`src/rtl/alu_lockstep_ctrl.sv`:
```
`default_nettype none
// +----------------------------------------------------------------------+
// | Module   : alu_lockstep_ctrl                                         |
// | Purpose  : Lockstep ALU controller; compares two ALU copies, retries |
// |            on disagreement and flags untrusted results.              |
// | Revision : 1.0                                                       |
// +----------------------------------------------------------------------+
module alu_lockstep_ctrl #(
  parameter int MAX_RETRY = 2,
  parameter int ERR_W     = 8
) (
  input  logic             clk,
  input  logic             rst_n,
  input  logic             op_valid,
  output logic             op_ready,
  input  logic [7:0]       op_a,
  input  logic [7:0]       op_b,
  input  logic [1:0]       op_sel,
  output logic [7:0]       alu_a,
  output logic [7:0]       alu_b,
  output logic [1:0]       alu_sel,
  input  logic [7:0]       alu_out1,
  input  logic [7:0]       alu_out2,
  input  logic             alu_co1,
  input  logic             alu_co2,
  output logic             res_valid,
  input  logic             res_ready,
  output logic [7:0]       res_data,
  output logic             res_carry,
  output logic             res_fault,
  output logic [2:0]       res_retries,
  output logic             fault_sticky,
  input  logic             fault_clr,
  output logic [ERR_W-1:0] err_cnt
);

  typedef enum logic [1:0] {
    IDLE  = 2'd0,
    EXEC  = 2'd1,
    CHECK = 2'd2,
    RESP  = 2'd3
  } state_t;

  localparam logic [2:0]       C_MAX_RETRY = 3'(MAX_RETRY);
  localparam logic [ERR_W-1:0] C_ERR_MAX   = '1;

  state_t           state_q, state_d;
  logic [7:0]       alu_a_q, alu_a_d;
  logic [7:0]       alu_b_q, alu_b_d;
  logic [1:0]       alu_sel_q, alu_sel_d;
  logic [2:0]       retry_q, retry_d;
  logic [7:0]       res_data_q, res_data_d;
  logic             res_carry_q, res_carry_d;
  logic             res_fault_q, res_fault_d;
  logic [2:0]       res_retries_q, res_retries_d;
  logic             fault_sticky_q, fault_sticky_d;
  logic [ERR_W-1:0] err_cnt_q, err_cnt_d;
  logic             w_mismatch;

  assign w_mismatch = (alu_out1 != alu_out2) || (alu_co1 != alu_co2);

  always_comb begin
    state_d        = state_q;
    alu_a_d        = alu_a_q;
    alu_b_d        = alu_b_q;
    alu_sel_d      = alu_sel_q;
    retry_d        = retry_q;
    res_data_d     = res_data_q;
    res_carry_d    = res_carry_q;
    res_fault_d    = res_fault_q;
    res_retries_d  = res_retries_q;
    // A clear takes effect before any event counted in the same cycle.
    err_cnt_d      = fault_clr ? '0 : err_cnt_q;
    fault_sticky_d = fault_clr ? 1'b0 : fault_sticky_q;

    case (state_q)
      IDLE: begin
        if (op_valid) begin
          alu_a_d   = op_a;
          alu_b_d   = op_b;
          alu_sel_d = op_sel;
          retry_d   = 3'd0;
          state_d   = EXEC;
        end
      end
      EXEC: begin
        state_d = CHECK;
      end
      CHECK: begin
        if (w_mismatch && (err_cnt_d != C_ERR_MAX)) begin
          err_cnt_d = err_cnt_d + 1'b1;
        end
        if (w_mismatch && (retry_q < C_MAX_RETRY)) begin
          retry_d = retry_q + 3'd1;
          state_d = EXEC;
        end else begin
          res_data_d    = alu_out1;
          res_carry_d   = alu_co1;
          res_fault_d   = w_mismatch;
          res_retries_d = retry_q;
          if (w_mismatch) begin
            fault_sticky_d = 1'b1;
          end
          state_d = RESP;
        end
      end
      RESP: begin
        if (res_ready) begin
          state_d = IDLE;
        end
      end
      default: state_d = IDLE;
    endcase
  end

  always_ff @(posedge clk) begin
    if (!rst_n) begin
      state_q        <= IDLE;
      alu_a_q        <= 8'd0;
      alu_b_q        <= 8'd0;
      alu_sel_q      <= 2'd0;
      retry_q        <= 3'd0;
      res_data_q     <= 8'd0;
      res_carry_q    <= 1'b0;
      res_fault_q    <= 1'b0;
      res_retries_q  <= 3'd0;
      fault_sticky_q <= 1'b0;
      err_cnt_q      <= '0;
    end else begin
      state_q        <= state_d;
      alu_a_q        <= alu_a_d;
      alu_b_q        <= alu_b_d;
      alu_sel_q      <= alu_sel_d;
      retry_q        <= retry_d;
      res_data_q     <= res_data_d;
      res_carry_q    <= res_carry_d;
      res_fault_q    <= res_fault_d;
      res_retries_q  <= res_retries_d;
      fault_sticky_q <= fault_sticky_d;
      err_cnt_q      <= err_cnt_d;
    end
  end

  assign op_ready     = (state_q == IDLE);
  assign res_valid    = (state_q == RESP);
  assign alu_a        = alu_a_q;
  assign alu_b        = alu_b_q;
  assign alu_sel      = alu_sel_q;
  assign res_data     = res_data_q;
  assign res_carry    = res_carry_q;
  assign res_fault    = res_fault_q;
  assign res_retries  = res_retries_q;
  assign fault_sticky = fault_sticky_q;
  assign err_cnt      = err_cnt_q;

endmodule
`default_nettype wire
```
`config.mk`:
```
export PLATFORM = sky130hd
export DESIGN_NAME = alu_lockstep_ctrl
export DESIGN_NICKNAME = d
export VERILOG_FILES = /design/src/rtl/alu_lockstep_ctrl.sv
export SDC_FILE = /design/constraint.sdc
export NUM_CORES = 1
export LEC_CHECK = 0
export ABC_AREA = 1
export BUFFER_PORTS_ARGS = -buffer_cell sky130_fd_sc_hd__buf_2
export CORE_ASPECT_RATIO = 1.25
export CORE_MARGIN = 1.5
export CORE_UTILIZATION = 45
export DETAILED_ROUTE_END_ITERATION = 12
export GPL_TIMING_DRIVEN = 1
export PLACE_DENSITY_LB_ADDON = 0.15
export SETUP_SLACK_MARGIN = 0.05
export SYNTH_ARGS = -nofsm -noshare
export SYNTH_HDL_FRONTEND = slang
export SYNTH_SLANG_ARGS = --single-unit
```
`constraint.sdc`:
```
create_clock -name clk -period 3.5 [get_ports clk]
set_clock_uncertainty 0.15 [all_clocks]
set_input_delay 0.175 -clock clk [delete_from_list [all_inputs] [get_ports clk]]
set_output_delay 0.175 -clock clk [all_outputs]
set_load 0.01 [all_outputs]
```
Word-level counts from Yosys, hierarchy flattened
Cells that the tools add are included.
{"block": "word_totals", "out_inout_bits": 42, "register_bits": 45, "in_bits": 41}
{"block": "op_classes", "mux": 14, "reduce_logical": 9, "eq_ne": 9, "addsub": 2, "order_cmp": 1, "bitwise": 1}
{"cell": "$mux W8", "n": 3}
{"cell": "$add A8 B1 Y8 const B", "n": 1}
{"cell": "$ne A8 B8 Y1", "n": 1}
{"cell": "$ne A8 B8 Y1 const B", "n": 1}
{"cell": "$pmux W2 S4", "n": 1}
{"cell": "$mux W2", "n": 3}
{"cell": "$mux W3", "n": 2}
{"cell": "$pmux W3 S2", "n": 1}
{"cell": "$reduce_and A2 Y1", "n": 3}
{"cell": "$eq A2 B2 Y1 const B", "n": 2}
{"cell": "$mux W1", "n": 4}
{"cell": "$ne A2 B2 Y1 const B", "n": 2}
{"cell": "$add A3 B1 Y3 const B", "n": 1}
{"cell": "$lt A3 B2 Y1 const B", "n": 1}
{"cell": "$reduce_and A3 Y1", "n": 1}
{"cell": "$eq A2 B1 Y1 const B", "n": 1}
{"cell": "$logic_and A1 B1 Y1", "n": 2}
{"cell": "$logic_not A2 Y1", "n": 1}
{"cell": "$ne A2 B1 Y1 const B", "n": 1}
{"cell": "$reduce_bool A2 Y1", "n": 1}
{"cell": "$logic_or A1 B1 Y1", "n": 1}
{"cell": "$ne A1 B1 Y1", "n": 1}
{"cell": "$not A1 Y1", "n": 1}

Longest topological paths before layout
{"block": "depth", "ltp_word": 5, "ltp_mapped": 13}

Worst setup path after synthesis
Ideal clock, no wire load.
{"block": "synth_timing", "path_type": "reg2reg", "from": "register err_cnt_q[0] (netlist: err_cnt[0])", "to": "register err_cnt_q[1] (netlist: err_cnt[1])", "arrival_ns": 1.561, "path_slack_ns": 1.674, "path_stages_with_launch": 13, "path_cell_list": "dfxtp_1 -> inv_1 -> nor2_1 -> ha_1 -> nand2_1 -> nor2_2 -> nand2_1 -> nor2_2 -> a21oi_4 -> nand2_2 -> clkinv_1 -> nor2_1 -> nor2_1"}
{"block": "synth_between", "elab_chain_cells": 5}
{"item": "start, declared", "line_no": "57", "source": "logic [ERR_W-1:0] err_cnt_q, err_cnt_d;"}
{"item": "start signal, assigned", "line_no": "140", "source": "err_cnt_q <= err_cnt_d;"}
{"item": "$mux W8 (*)", "line_no": "73", "source": "err_cnt_d = fault_clr ? '0 : err_cnt_q;"}
{"item": "parallel branches: the longest is 2 deep, another holds $add A8 B1 Y8"}
{"item": "$mux W8 (*)", "line_no": "90", "source": "if (w_mismatch && (err_cnt_d != C_ERR_MAX)) begin"}
{"item": "$mux W8 (*)", "line_no": "76", "source": "case (state_q)"}
Mark *: on every way between the ends.
A chain may end at the register's enable or synchronous reset.

Final worst setup path
{"block": "layout_timing", "from": "register state_q[0]", "to": "register alu_a_q[4] (netlist: alu_a[4])"}
{"block": "layout_between", "elab_chain_cells": 2}
{"item": "start, declared", "line_no": "47", "source": "state_t state_q, state_d;"}
{"item": "start signal, assigned", "line_no": "130", "source": "state_q <= state_d;"}
{"item": "$logic_not A2 Y1", "line_no": "76"}
{"item": "$reduce_and A2 Y1 (no line)"}
{"item": "end signal, assigned", "line_no": "131", "source": "alu_a_q <= alu_a_d;"}
{"item": "end, declared", "line_no": "48", "source": "logic [7:0] alu_a_q, alu_a_d;"}
No other way between the ends.

==> metrics.md <==
| Metric | Value |
|---|---|
| Sequential area share after synthesis | 42.7% |
| Syn-to-layout area delta | 38.8% |
| R2R depth | 5 |
| Pin count of the biggest net entering global routing | 42 |
| DRT Wirelength | 5.23 mm |
| HP Class | primary input to flop |
| Syn nets | 342 |
| Fin crit share | between 50 and 60% |
| WP data arrival | 2110 ps |
| Drt first pass iters | 4 |
| CP max stage delay | 570 ps |
| Crit. End Element | flop |
| # DRC | 0 |
| Minimum clock period | 2060 ps |
| Fraction of layout instances using a drive strength above 1 | 27.0% |
| Mapped cell area | 2110 sq um |
| Total CTS buffers | 5 |
| Status | complete, no violations |
| DIE HEIGHT | 79.6 microns |
| Synth area leader | dfxtp_1 |
| IO Pins | 83 |
| Final net count | ~450 |
| H-Tree Depth | 2 |
| Synth area leaders | dfxtp_1 (43%), nor2_1 (14%), nand2_1 (9.6%), inv_1 (5.0%), o21ai_0 (4.7%) |
| Yosys cell types | 27 |
| CP startpoint kind | flop |
| Pwr Density | 408 nW/um^2 |
| Most frequent cells in the layout | buf_2 (82), nor2_1 (80), nand2_1 (54) |
| CP Depth | 5 |
| Initial Util | between 40% and 50% |
| Reg-to-reg startpoint | state_q[0] |
| Synth top area share | 42.7% |
| Global-route wire length before repair | between 8 and 9 mm |
| Worst setup path category | flop to flop |
| TNS Setup | 0 ps |
| Crit path launch | state_q[0] |
| Diodes inserted | 0 |
| Syn Inst Count | 299 |
| Vias in the first global route | 2,078 |
| R2R Setup Slk | roughly 1400 ps |
| Worst-path fanout max | 19 |
| CTS tree | done |
| Placed Cells | roughly 430 |
| Reg2reg end | alu_a[4] |
| Final setup viols | 0 |
| Final hold violation count | 0 |
| Die ar. | 5110 sq um |
| DP Wirelength | 3.45 mm |
| Core area | 4460 sq um |
| Die W | 64.2 microns |
| Post-DRT Antenna Nets | 0 |
| Rel. slew slack | 54.7% |
| Worst path slowest cell | clkinv_1 |
| Via density | approximately 4.7 |
| Clk buf depth | 2 |
| Initial DRC Count | 156 |
| RePlAce Congestion | 0.760 |
| Pleak | between 0.001 and 0.0015 uW |
| Total number of vias | about 2,200 |
| Hold depth | 3 |
| TritonCTS Sinks | 45 |
| RSZ-0062 raised after global routing | no |
| Worst VDD drop | around 0.00023 V |
| Grt ovf | 0 |
| Clk slew on worst S/H paths | 90 ps |
| Pins Over Slew Limit | 0 |
| PortBufs | slightly above 80 |
| Buffers & Inverters on Critical Path | 1 |
| Min-delay src | op_b[5] |
| Post-cts resize count | 0 |
| WHS Endpoint | alu_b[5] |
| Total GRT Usage | 21.4% |
| Final std cells w/o fill | 465 |
| Clock root cell | clkbuf_8 |
| Mean Syn Cell Area | 7.06 sq um |
| Synthesized flop and latch total | 45 |
| CP Cell Sequence | nor2_1 -> nand2_1 -> clkinv_1 -> nor2_1 -> nor2_1 |
| Most used cell, CP | nor2_1 |
| Top delay family on crit path | simple AND/OR/NAND/NOR gates |
| Final core utilization | 65.7% |
| Clock Latency Late Sink | 300 ps |
| Most common cell after layout, fill and taps aside | buf_2 |
| Fmax | 0.486 GHz |
| Worst path required time | 3550 ps |
| Yosys Warn Count | 0 |
| FP Rows | 27 |
| Antenna violations before repair | 0 |
| Post-DR wirelength/cell | 11.3 microns |
| Max cap viols | 0 |
| Worst-margin pin slew | a little under 700 ps |
sequential cells by signal, summed over array words and instances, names as in the netlist:
register,flops
res_fault,1
alu_a,8
state_q,2
alu_b,8
err_cnt,8
alu_sel,2
res_data,8
retry_q,3
fault_sticky,1
res_retries,3
res_carry,1
cell families (layout without fill, tap and decap cells):
group                    count (synthesis)  count (layout)  synth area share (%)
AO/OA/AOI/OAI                           30              30                  8.13
XOR/XNOR                                 6               6                  2.49
AND/OR/NAND/NOR                        176             176                  37.7
flip-flops                              45              45                  42.7
buffers and inverters                   40             148                  7.77
adder cells (fa/ha/maj)                  2               2                  1.19
routing by layer:
metal  up-vias  global-route usage [%]  share of wire (%)  wire length, microns
li1       1142                       -                  -                     -
met1       984                    23.3                 42                  2210
met2        65                    37.9                 50                  2600
met3        11                    5.08                5.4                   285
met4         0                    11.5                2.7                   140
met5         -                       0                  0                     0
Yosys cell counts, drive strengths merged:
cell type	instances
a21oi	8
o21ai	20
nor2	85
nand4	5
buf	4
nand3	13
nand2	58
nand3b	11
ha	2
nor3	2
o21bai	1
clkbuf	4
or2	2
clkinv	2
inv	30
xnor2	6
a31oi	1
dfxtp	45
worst max path at each step:
stage                             to  slack (ps)
final                       alu_a[4]        1440
after global placement      alu_a[4]        1560
after CTS                   alu_a[4]        1470
after global routing        alu_a[4]        1230
after detailed placement    alu_a[4]        1480
after floorplan           err_cnt[1]        1670
final cells by class:
type	instances	area [sq um]
inverter	32	120
sequential	45	901
clock buffer	6	82.6
timing repair buffer	108	671
fill	450	1530
tap	58	72.6
clock inverter	2	37.5
multi-input combinational	214	1040
worst min-delay path: stages:
cell     delay, ps
buf_2           80
o21ai_0         70
nor2_1          90
through the flow:
step / area, sq um / worst slack [ps] / hold slack (ps) / power, uW
6_report: 2930 / 1440 / 2.23 / 1190
5_1_grt: 2930 / 1230 / 12.3 / 1260
4_1_cts: 2930 / 1470 / 3.43 / 1200
3_5_place_dp: 2550 / 1480 / 268 / 769
3_3_place_gp: 2550 / 1560 / 262 / 764
2_1_floorplan: 2110 / 1670 / 146 / 693
power by group:
part,internal [uW],leakage (uW),total (uW),switching (uW)
Clock,232,0.0000574,414,182
Combinational,98.2,0.00105,214,116
Sequential,546,0.000368,565,19.3
repair_timing:
item	CTS	global route
hold buffers	26	0
hold endpoints to repair	26	0
setup buffers	0	0
No activity file was read; power rests on OpenSTA's default activity.
